===== config.mk =====
export PLATFORM = sky130hd
export DESIGN_NAME = icap_readback
export DESIGN_NICKNAME = d
export VERILOG_FILES = /design/src/rtl/icap_readback_pkg.sv /design/src/rtl/icap_readback_cmd_rom.sv /design/src/rtl/icap_readback.sv
export SDC_FILE = /design/constraint.sdc
export NUM_CORES = 1
export LEC_CHECK = 0
export CAP_MARGIN = 20
export CORE_MARGIN = 2
export CORE_UTILIZATION = 42
export DETAILED_ROUTE_END_ITERATION = 12
export GPL_TIMING_DRIVEN = 0
export PLACE_DENSITY = 0.75
export SETUP_SLACK_MARGIN = 0.1
export SLEW_MARGIN = 20
export SYNTH_ARGS = -nofsm -noshare
export SYNTH_HDL_FRONTEND = slang
export SYNTH_SLANG_ARGS = --single-unit

===== constraint.sdc =====
create_clock -name clk -period 5.6 [get_ports clk]
set_input_delay 1.12 -clock clk [delete_from_list [all_inputs] [get_ports clk]]
set_output_delay 1.12 -clock clk [all_outputs]
set_load 0.01 [all_outputs]

===== src/rtl/icap_readback_pkg.sv =====
// icap_readback_pkg: constants shared by the ICAP readback block and the
// multiboot reboot sequencer.
//   - ICAP command words (dummy, sync, NOP, CMD-write header, DESYNC code)
//   - read headers for STAT / WBSTAR / BOOTSTS / IDCODE, indexed by sel
//   - ZX-Uno register addresses
//   - readback FSM state encoding
package icap_readback_pkg;

    localparam logic [31:0] ICAP_DUMMY      = 32'hFFFF_FFFF;
    localparam logic [31:0] ICAP_SYNC       = 32'hAA99_5566;
    localparam logic [31:0] ICAP_NOP        = 32'h2000_0000;
    localparam logic [31:0] ICAP_CMD_WR     = 32'h3000_8001;
    localparam logic [31:0] ICAP_CMD_DESYNC = 32'h0000_000D;

    localparam logic [31:0] HDR_STAT    = 32'h2800_E001;
    localparam logic [31:0] HDR_WBSTAR  = 32'h2802_0001;
    localparam logic [31:0] HDR_BOOTSTS = 32'h2802_C001;
    localparam logic [31:0] HDR_IDCODE  = 32'h2801_8001;

    localparam logic [7:0] ZXUNO_ADDR_ICAPCTRL = 8'hFE;
    localparam logic [7:0] ZXUNO_ADDR_ICAPDATA = 8'hFF;

    // Words emitted in the sync and desync phases.
    localparam logic [3:0] PRE_LAST  = 4'd5;
    localparam logic [3:0] POST_LAST = 4'd3;

    typedef enum logic [2:0] {
        ST_IDLE,
        ST_REQ,
        ST_PRE,
        ST_SWRD,
        ST_RDWAIT,
        ST_SWWR,
        ST_POST,
        ST_DONE
    } state_t;

    function automatic logic [31:0] rd_header(input logic [1:0] sel);
        logic [31:0] hdr;
        case (sel)
            2'd0:    hdr = HDR_STAT;
            2'd1:    hdr = HDR_WBSTAR;
            2'd2:    hdr = HDR_BOOTSTS;
            default: hdr = HDR_IDCODE;
        endcase
        return hdr;
    endfunction

endpackage


===== src/rtl/icap_readback_cmd_rom.sv =====
// icap_cmd_rom: combinational map from (state, word index, sel) to the ICAP
// bus values {ce, we, wdata} that the readback FSM drives in that cycle.
// Ports:
//   i_state  FSM state the word belongs to
//   i_idx    word index within PRE / POST
//   i_sel    selected configuration register (picks the read header)
//   o_ce     active-high chip select
//   o_we     1 = write, 0 = read
//   o_wdata  logical (unswapped) command word
module icap_cmd_rom
    import icap_readback_pkg::*;
(
    input  state_t      i_state,
    input  logic [3:0]  i_idx,
    input  logic [1:0]  i_sel,
    output logic        o_ce,
    output logic        o_we,
    output logic [31:0] o_wdata
);

    always_comb begin
        o_ce    = 1'b0;
        o_we    = 1'b1;
        o_wdata = ICAP_NOP;
        case (i_state)
            ST_IDLE, ST_REQ: begin
                o_wdata = ICAP_DUMMY;
            end
            ST_PRE: begin
                // First word is a dummy with the port deselected.
                o_ce = (i_idx != 4'd0);
                case (i_idx)
                    4'd0:    o_wdata = ICAP_DUMMY;
                    4'd1:    o_wdata = ICAP_SYNC;
                    4'd3:    o_wdata = rd_header(i_sel);
                    default: o_wdata = ICAP_NOP;
                endcase
            end
            ST_SWRD: begin
                o_we = 1'b0;
            end
            ST_RDWAIT: begin
                o_ce = 1'b1;
                o_we = 1'b0;
            end
            ST_POST: begin
                o_ce = 1'b1;
                case (i_idx)
                    4'd0:    o_wdata = ICAP_CMD_WR;
                    4'd1:    o_wdata = ICAP_CMD_DESYNC;
                    default: o_wdata = ICAP_NOP;
                endcase
            end
            default: begin
                // SWWR and DONE: deselected, write direction, NOP.
            end
        endcase
    end

endmodule


===== src/rtl/icap_readback.sv =====
// icap_readback: reads one Artix-7 configuration register (STAT, WBSTAR,
// BOOTSTS, IDCODE) through the ICAPE2 port and exposes it via two ZX-Uno
// registers.
//   ADDR_ICAPCTRL (W) din[1:0] = sel, starts a readback when idle
//                 (R) {busy, valid, 4'b0, sel}
//   ADDR_ICAPDATA (R) captured word, MSB byte first, wrapping
// Ports:
//   clk, rst                  clock (also ICAP clock), sync active-high reset
//   zxuno_addr, regaddr_changed, zxuno_regrd, zxuno_regwr, din   CPU side
//   dout, oe                  combinational read data / valid
//   icap_req, icap_gnt        arbiter handshake
//   icap_ce, icap_we, icap_wdata, icap_rdata   logical ICAP bus (registered)
// Build option: ICAP_AUTOREAD_EN makes the block read BOOTSTS right after
// reset without CPU action.
module icap_readback
    import icap_readback_pkg::*;
#(
    parameter logic [7:0] ADDR_ICAPCTRL = ZXUNO_ADDR_ICAPCTRL,
    parameter logic [7:0] ADDR_ICAPDATA = ZXUNO_ADDR_ICAPDATA,
    parameter int         READ_LAT      = 4
) (
    input  logic        clk,
    input  logic        rst,
    input  logic [7:0]  zxuno_addr,
    input  logic        regaddr_changed,
    input  logic        zxuno_regrd,
    input  logic        zxuno_regwr,
    input  logic [7:0]  din,
    output logic [7:0]  dout,
    output logic        oe,
    output logic        icap_req,
    input  logic        icap_gnt,
    output logic        icap_ce,
    output logic        icap_we,
    output logic [31:0] icap_wdata,
    input  logic [31:0] icap_rdata
);

    localparam logic [3:0] LAT_LAST = 4'(READ_LAT - 1);

`ifdef ICAP_AUTOREAD_EN
    localparam state_t     RST_STATE = ST_REQ;
    localparam logic [1:0] RST_SEL   = 2'd2;
    localparam logic       RST_REQ   = 1'b1;
`else
    localparam state_t     RST_STATE = ST_IDLE;
    localparam logic [1:0] RST_SEL   = 2'd0;
    localparam logic       RST_REQ   = 1'b0;
`endif

    state_t      r_state;
    logic [3:0]  r_cnt;
    logic [1:0]  r_sel;
    logic        r_valid;
    logic [31:0] r_data;
    logic [1:0]  r_bcnt;     // next byte to be read
    logic [1:0]  r_bcur;     // byte shown for the rest of the current strobe
    logic        r_regwr_d;
    logic        r_regrd_d;
    logic        r_req;
    logic        r_ce;
    logic        r_we;
    logic [31:0] r_wdata;

    state_t      w_state_next;
    logic [3:0]  w_cnt_next;
    logic [1:0]  w_sel_next;
    logic        w_start;
    logic        w_capture;
    logic        w_wr_edge;
    logic        w_rd_edge;
    logic        w_busy;
    logic        w_rom_ce;
    logic        w_rom_we;
    logic [31:0] w_rom_wdata;
    logic [1:0]  w_bsel;
    logic        w_unused;

    assign w_wr_edge = zxuno_regwr & ~r_regwr_d;
    assign w_rd_edge = zxuno_regrd & ~r_regrd_d;
    assign w_busy    = (r_state != ST_IDLE);
    assign w_unused  = ^din[7:2];

    always_comb begin
        w_state_next = r_state;
        w_cnt_next   = r_cnt;
        w_sel_next   = r_sel;
        w_start      = 1'b0;
        w_capture    = 1'b0;
        case (r_state)
            ST_IDLE: begin
                if (w_wr_edge && zxuno_addr == ADDR_ICAPCTRL) begin
                    w_state_next = ST_REQ;
                    w_sel_next   = din[1:0];
                    w_start      = 1'b1;
                end
            end
            ST_REQ: begin
                if (icap_gnt) begin
                    w_state_next = ST_PRE;
                    w_cnt_next   = 4'd0;
                end
            end
            ST_PRE: begin
                if (r_cnt == PRE_LAST) begin
                    w_state_next = ST_SWRD;
                    w_cnt_next   = 4'd0;
                end else begin
                    w_cnt_next = r_cnt + 4'd1;
                end
            end
            ST_SWRD: begin
                w_state_next = ST_RDWAIT;
                w_cnt_next   = 4'd0;
            end
            ST_RDWAIT: begin
                if (r_cnt == LAT_LAST) begin
                    w_state_next = ST_SWWR;
                    w_cnt_next   = 4'd0;
                    w_capture    = 1'b1;
                end else begin
                    w_cnt_next = r_cnt + 4'd1;
                end
            end
            ST_SWWR: begin
                w_state_next = ST_POST;
                w_cnt_next   = 4'd0;
            end
            ST_POST: begin
                if (r_cnt == POST_LAST) begin
                    w_state_next = ST_DONE;
                    w_cnt_next   = 4'd0;
                end else begin
                    w_cnt_next = r_cnt + 4'd1;
                end
            end
            default: begin
                w_state_next = ST_IDLE;
            end
        endcase
    end

    // The ROM is driven with next-state values so the bus outputs can be
    // registered and still line up with the state they belong to.
    icap_cmd_rom u_cmd_rom (
        .i_state (w_state_next),
        .i_idx   (w_cnt_next),
        .i_sel   (w_sel_next),
        .o_ce    (w_rom_ce),
        .o_we    (w_rom_we),
        .o_wdata (w_rom_wdata)
    );

    always_ff @(posedge clk) begin
        if (rst) begin
            r_state   <= RST_STATE;
            r_cnt     <= 4'd0;
            r_sel     <= RST_SEL;
            r_valid   <= 1'b0;
            r_data    <= 32'd0;
            r_bcnt    <= 2'd0;
            r_bcur    <= 2'd0;
            r_regwr_d <= 1'b0;
            r_regrd_d <= 1'b0;
            r_req     <= RST_REQ;
            r_ce      <= 1'b0;
            r_we      <= 1'b1;
            r_wdata   <= ICAP_DUMMY;
        end else begin
            r_state   <= w_state_next;
            r_cnt     <= w_cnt_next;
            r_sel     <= w_sel_next;
            r_regwr_d <= zxuno_regwr;
            r_regrd_d <= zxuno_regrd;
            r_req     <= (w_state_next != ST_IDLE) && (w_state_next != ST_DONE);
            r_ce      <= w_rom_ce;
            r_we      <= w_rom_we;
            r_wdata   <= w_rom_wdata;

            if (w_start) begin
                r_valid <= 1'b0;
            end
            if (w_capture) begin
                r_data  <= icap_rdata;
                r_valid <= 1'b1;
            end

            if (w_capture || (regaddr_changed && zxuno_addr == ADDR_ICAPDATA)) begin
                r_bcnt <= 2'd0;
            end else if (w_rd_edge && zxuno_addr == ADDR_ICAPDATA) begin
                r_bcur <= r_bcnt;
                r_bcnt <= r_bcnt + 2'd1;
            end
        end
    end

    assign icap_req   = r_req;
    assign icap_ce    = r_ce;
    assign icap_we    = r_we;
    assign icap_wdata = r_wdata;

    // On the first cycle of a strobe the counter has not advanced yet; for
    // the rest of the strobe it already points past the byte being read.
    assign w_bsel = w_rd_edge ? r_bcnt : r_bcur;

    always_comb begin
        oe   = 1'b0;
        dout = 8'hFF;
        if (zxuno_regrd) begin
            if (zxuno_addr == ADDR_ICAPCTRL) begin
                oe   = 1'b1;
                dout = {w_busy, r_valid, 4'b0000, r_sel};
            end else if (zxuno_addr == ADDR_ICAPDATA) begin
                oe = 1'b1;
                case (w_bsel)
                    2'd0: dout = r_data[31:24];
                    2'd1: dout = r_data[23:16];
                    2'd2: dout = r_data[15:8];
                    default: dout = r_data[7:0];
                endcase
            end
        end
    end

endmodule

==> impl_metrics.yaml, run 1 <==
outcome:
  status: "complete, no violations"
global_routing:
  grt-ovfl-total: 0
  grtUsageMet3_pct: 3.69
  grt_usage_pct: 19.5
  antenna_found_initial: 0
  grt_max_degree: 13
  grtUsageMet1_pct: 23.1
  busiest_layer: "met2"
  grt.met2_usage_pct: 33.5
  grt_first_pass_wirelength_mm: 11.8
  grt_pass1_vias: 2596
floorplanning:
  io_pins: 98
  initial_core_util_pct: 42.8
  die_w_um: 89.5
  num_rows: 31
  die_area_um2: 8000
  core_area_um2: 7180
  fp.dieH_um: 89.5
sta:
  slew_viol_final: 0
  finalHoldViolCount: 0
  rsz0062_at_grt: "false"
  post-route-period-util_pct: 91.8
  setup_viol: 0
  clock_skew_ns: 0.00700
  worst_pin_slew_ns: 0.950
  fmax_mhz: 195
  fin_setup_tns_ns: 0
  timing.slew.headroom_pct: 34.9
  min_period_ns: 5.14
cts:
  numCtsBuffers: 9
  clock_path_buffers: 2
  cts_hold_buf: 0
  ctsResizeCount: 0
  cts_setup_buffers: 0
  cts_num_sinks: 64
  insertion_delay_ns: 0.35
  clock_tree.root_cell: "clkbuf_8"
  cts_tree: "yes"
  path_clk_slew_ns: 0.07
  htree_levels: 3
layout:
  area_growth_syn_to_layout_pct: 41.4
  diodes: 0
  multi_input_area_um2: 1510
  fin_util_pct: 60.5
  drive_gt1_share_pct: 13.2
  fillers: 646
  regArea_um2: 1280
  finalNetCount: 515
setup_path:
  r2r_cells: 7
  required_ns: 4.48
  worstSetupPathType: "in2out"
  critical_path_peak_fanout: 8
  worstPathArrival_ns: 4.02
  cp-start-kind: "input pin"
  crit_path_end_kind: "output port"
yosys:
  synth_top_cell_by_area: "dfxtp_1"
  synth-seq-cells: 64
  syn_area_per_cell_um2: 8.67
  synth_cell_types: 49
  synth_warnings: 0
  synth_top_area_share_pct: 41.8
  synth_enable_flop_cells: 0
  synth_fp_nets: 413
  yosys_most_used_dff: "dfxtp_1"
  synth-async-reset-ratio_pct: 0
  synthTopCellsByArea: "dfxtp_1, nand2_1, a21oi_1"
  synthTopCellsByCount: "nand2_1, dfxtp_1, a21oi_1, nor2_1, buf_4"
  ys_seq_area_share_pct: 41.8
  synth.most_common_cell: "nand2_1"
  syn_inst: 354
  syn_area_um2: 3070
pwr:
  p_switching_w: 0.000204
  leakage_nw: 1.57
  p_seq_share_pct: 47.7
  p_int_w: 0.000753
  power_frac_clock_pct: 47.0
  powerDensity_nw_per_um2: 221
  switching_share_pct: 21.3
  comb_power_share_pct: 5.3
  total_power_w: 0.000957
  irDropWorstVdd_mv: 0.145
route:
  drc: 0
  vias: 2772
  detail_route.wl_per_cell_um: 13.3
  wl_mm: 7.43
  first_pass_iters: 4
  post_drt_via_cell_ratio: 4.95
  drt_iter0_markers: 99
  antenna_left: 0
min_path:
  whs_path_depth: 2
  holdCritPathClass: "reg2reg"
place:
  place_congestion: 0.847
  portBuffers: 91
  hpwlAfterDp_mm: 5.51
job:
  cap_viol_max_count: 0
==> sequential cells by signal, summed over array words and instances, names as in the netlist, 2 cells and up <==
signal / cells
icap_wdata: 13
r_bcnt: 2
r_bcur: 2
r_cnt: 4
r_data: 32
r_sel: 2
r_state: 3
==> power by group through the flow <==
stage / clock network (W) / logic [W] / registers (W)
6_report: 0.000450 / 0.0000509 / 0.000456
5_1_grt: 0.000472 / 0.0000540 / 0.000456
4_1_cts: 0.000456 / 0.0000508 / 0.000456
3_5_place_dp: 0 / 0.0000506 / 0.000467
3_3_place_gp: 0 / 0.0000502 / 0.000467
2_1_floorplan: 0 / 0.0000110 / 0.000467
==> worst max-delay path, stage by stage <==
cell,delay (ns)
clkdlybuf4s50_1,0.47
nor2b_1,0.28
mux2i_2,0.79
mux4_2,0.60
mux2i_1,0.18
nand2_1,0.07
clkdlybuf4s50_1,0.51
==> worst paths after layout <==
path                               start                      to  slack, ns
setup reg to reg     r_cnt[1]$_SDFF_PP0_      icap_ce$_SDFF_PP0_       3.16
setup / recovery             zxuno_regrd                 dout[6]       0.46
hold reg to reg   r_data[1]$_SDFFE_PP0P_  r_data[1]$_SDFFE_PP0P_       0.45
hold / removal    r_data[1]$_SDFFE_PP0P_  r_data[1]$_SDFFE_PP0P_       0.45
==> cell type report <==
type | instances | area share (%)
Buffer | 40 | 5.57
Sequential cell | 64 | 29.5
Timing Repair Buffer | 91 | 21.0
Multi-Input combinational cell | 240 | 34.9
Clock inverter | 6 | 2.13
Inverter | 10 | 0.865
Tap cell | 99 | 2.86
Clock buffer | 10 | 3.17
==> metal layers <==
layer	vias up	part of all wire, %
li1	1397	-
met1	1259	43
met2	99	49
met3	17	6.3
met4	0	2.0
met5	-	0
==> cells by family (layout without fill, tap and decap cells) <==
logic type / count (synthesis) / after routing / share of synthesized area [%]
flip-flops: 64 / 64 / 41.8
adder cells (fa/ha/maj): 5 / 5 / 2.04
multiplexers: 18 / 18 / 9.67
XOR/XNOR: 6 / 6 / 1.71
buffers and inverters: 50 / 157 / 9.10
AND/OR/NAND/NOR: 142 / 142 / 21.4
AO/OA/AOI/OAI: 69 / 69 / 14.4
==> stage by stage <==
stage	setup slack (ns)	std cells	area, um^2	hold WS [ns]
after floorplan	1.71	354	3070	0.433
after global routing	0.185	560	4340	0.474
final	0.460	560	4340	0.454
after CTS	0.388	560	4340	0.456
after global placement	0.407	544	4100	0.440
after detailed placement	0.390	544	4110	0.446
==> layout by cell type, fill, tap and decap left out, types with 2 or more instances in the layout <==
| master | synthesis | layout |
|---|---|---|
| clkinvlp_4 | 0 | 2 |
| buf_2 | 4 | 4 |
| a22oi_1 | 4 | 4 |
| nand2b_1 | 2 | 2 |
| nor2b_1 | 7 | 7 |
| a21oi_1 | 36 | 36 |
| mux4_2 | 8 | 8 |
| and2_1 | 2 | 2 |
| inv_1 | 10 | 10 |
| nand3b_1 | 2 | 2 |
| nor3_2 | 1 | 2 |
| bufinv_16 | 0 | 2 |
| buf_1 | 2 | 2 |
| o21ai_0 | 10 | 10 |
| nand4_1 | 3 | 3 |
| mux2i_1 | 8 | 8 |
| buf_4 | 19 | 19 |
| ha_1 | 5 | 5 |
| xor2_1 | 4 | 4 |
| xnor2_1 | 2 | 2 |
| nor2_1 | 20 | 20 |
| nand2_1 | 84 | 84 |
| clkbuf_1 | 13 | 13 |
| nor3_1 | 5 | 4 |
| buf_6 | 2 | 2 |
| nand3_1 | 5 | 5 |
| clkinv_4 | 0 | 2 |
| nor3b_1 | 2 | 2 |
| clkbuf_8 | 0 | 10 |
| clkdlybuf4s50_1 | 0 | 91 |
| o211ai_1 | 5 | 5 |
| a211oi_1 | 4 | 4 |
| dfxtp_1 | 64 | 64 |
No activity file was read; power rests on OpenSTA's default activity.
==> inputs of run 2 (changes only) <==
--- a/config.mk
+++ b/config.mk
@@ -11,6 +11,7 @@
 export DETAILED_ROUTE_END_ITERATION = 12
 export GPL_TIMING_DRIVEN = 0
 export PLACE_DENSITY = 0.75
+export RECOVER_POWER = 100
 export SETUP_SLACK_MARGIN = 0.1
 export SLEW_MARGIN = 20
 export SYNTH_ARGS = -nofsm -noshare
==> run 2 against run 1 <==
Effect of this change: clock skew is essentially flat; sequential share of layout area grew 0.27 points; sequential cell count is the same; combinational power shrank 2%; global-route usage is the same; highest routed layer unchanged; worst setup slack lost 0.13 ns; final area shrank 0.89%; largest power group unchanged.
==> impl_metrics.yaml, run 2 (same netlist as run 1, synthesis figures left out) <==
sta:
  setup_viol: 0
  holdWs_ns: 0.454
  finalHoldViolCount: 0
  worst_pin_slew_ns: 1.30
  min_period_ns: 5.27
  post-route-period-util_pct: 94.1
  timing.slew.headroom_pct: 12.5
  slew_viol_final: 0
  fmax_mhz: 190
  fin_setup_tns_ns: 0
  rsz0062_at_grt: "false"
  clock_skew_ns: 0.00653
route:
  drt_iter0_markers: 105
  vias: 2774
  wl_mm: 7.36
  post_drt_via_cell_ratio: 4.95
  drc: 0
  first_pass_iters: 4
  detail_route.wl_per_cell_um: 13.1
  antenna_left: 0
layout:
  fin_util_pct: 59.9
  multi_input_area_um2: 1480
  mostFrequentLayoutCell: "nand2_1"
  layout_common_cells: "nand2_1, dfxtp_1, clkdlybuf4s50_1"
  finalNetCount: 515
  regArea_um2: 1280
  final_area_um2: 4300
  drive_gt1_share_pct: 11.9
  stdcell_count: 560
  fillers: 651
  regMostFlops: "r_data"
  largest_reg_flops: 32
  area_growth_syn_to_layout_pct: 40.1
  diodes: 0
cts:
  cts_setup_buffers: 0
  numCtsBuffers: 9
  path_clk_slew_ns: 0.07
  clock_path_buffers: 2
  htree_levels: 3
  cts_hold_buf: 0
  ctsResizeCount: 0
  insertion_delay_ns: 0.35
  clock_tree.root_cell: "clkbuf_8"
  cts_tree: "yes"
  cts_num_sinks: 64
global_routing:
  antenna_found_initial: 0
  grt_max_degree: 13
  grt_first_pass_wirelength_mm: 11.8
  grt_usage_pct: 19.5
  grt-ovfl-total: 0
  grt_pass1_vias: 2596
place:
  hpwlAfterDp_mm: 5.51
  dpl_cell_area_um2: 4110
  portBuffers: 91
  placed_cells: 544
  place_congestion: 0.847
setup_path:
  crit_path_end_kind: "output port"
  cp_slowest_cell: "mux2i_2"
  required_ns: 4.48
  rrSetupSlack_ns: 2.83
  worstSetupPathType: "in2out"
  critical_path_peak_fanout: 8
  path_cells: "clkdlybuf4s50_1 > nor2b_1 > mux2i_2 > mux4_2 > mux2i_1 > nand2_1 > dlygate4sd3_1"
  critical_path.top_delay_family: "multiplexers"
  cp-start-kind: "input pin"
  max_stage_delay_ns: 0.80
  cp.buffers_inverters: 2
  worstPathArrival_ns: 4.15
pwr:
  powerDensity_nw_per_um2: 222
  switching_share_pct: 21.2
  p_int_w: 0.000752
  irDropWorstVdd_mv: 0.144
  leakage_nw: 1.48
  p_seq_share_pct: 47.8
  comb_power_share_pct: 5.2
  power_frac_clock_pct: 47.0
  p_switching_w: 0.000203
floorplanning:
  die_w_um: 89.5
  fp.dieH_um: 89.5
  io_pins: 98
  initial_core_util_pct: 42.8
  core_area_um2: 7180
  num_rows: 31
  die_area_um2: 8000
job:
  cap_viol_max_count: 0
outcome:
  status: "complete, no violations"
min_path:
  holdCritPathClass: "reg2reg"
## run 2: worst reg2reg max path, delay by kind of cell, from the launching register on
family / cells / cell delay [ns]
compound gates: 3 / 0.92
fa+ha+maj: 1 / 0.26
buf+inv: 1 / 0.16
flops: 1 / 0.44
mux: 1 / 0.52
simple gates: 1 / 0.36
## run 2: power by group through the flow
stage	Clock (W)	Combinational (W)	Sequential [W]
after global routing	0.000472	0.0000533	0.000456
after CTS	0.000456	0.0000508	0.000456
after detailed placement	0	0.0000506	0.000467
final	0.000449	0.0000499	0.000456
after floorplan	0	0.0000110	0.000467
after global placement	0	0.0000502	0.000467
## run 2: stage by stage
step	worst slack, ns	power (W)
4_1_cts	0.388	0.000963
3_3_place_gp	0.407	0.000517
3_5_place_dp	0.390	0.000517
6_report	0.330	0.000955
2_1_floorplan	1.71	0.000478
5_1_grt	0.108	0.000981
## run 2: layout make-up
cell class,count,share of cell area [%]
Buffer,40,5.59
Clock buffer,10,3.20
Clock inverter,6,2.15
Inverter,10,0.873
Multi-Input combinational cell,240,34.3
Sequential cell,64,29.8
Tap cell,99,2.88
Timing Repair Buffer,91,21.2
## run 2: routing by layer
layer	GRT usage [%]	routed length [um]
met4	10.2	110
met2	33.5	3600
met5	0	0
met1	23.1	3100
met3	3.69	552
## run 2: path summary, 6_finish.rpt
path / cells after the start / startpoint / end
hold reg to reg: 2 / r_data[1]$_SDFFE_PP0P_ / r_data[1]$_SDFFE_PP0P_
setup / recovery: 7 / zxuno_regrd / dout[1]
setup reg to reg: 7 / r_cnt[1]$_SDFF_PP0_ / icap_ce$_SDFF_PP0_
hold / removal: 2 / r_data[1]$_SDFFE_PP0P_ / r_data[1]$_SDFFE_PP0P_
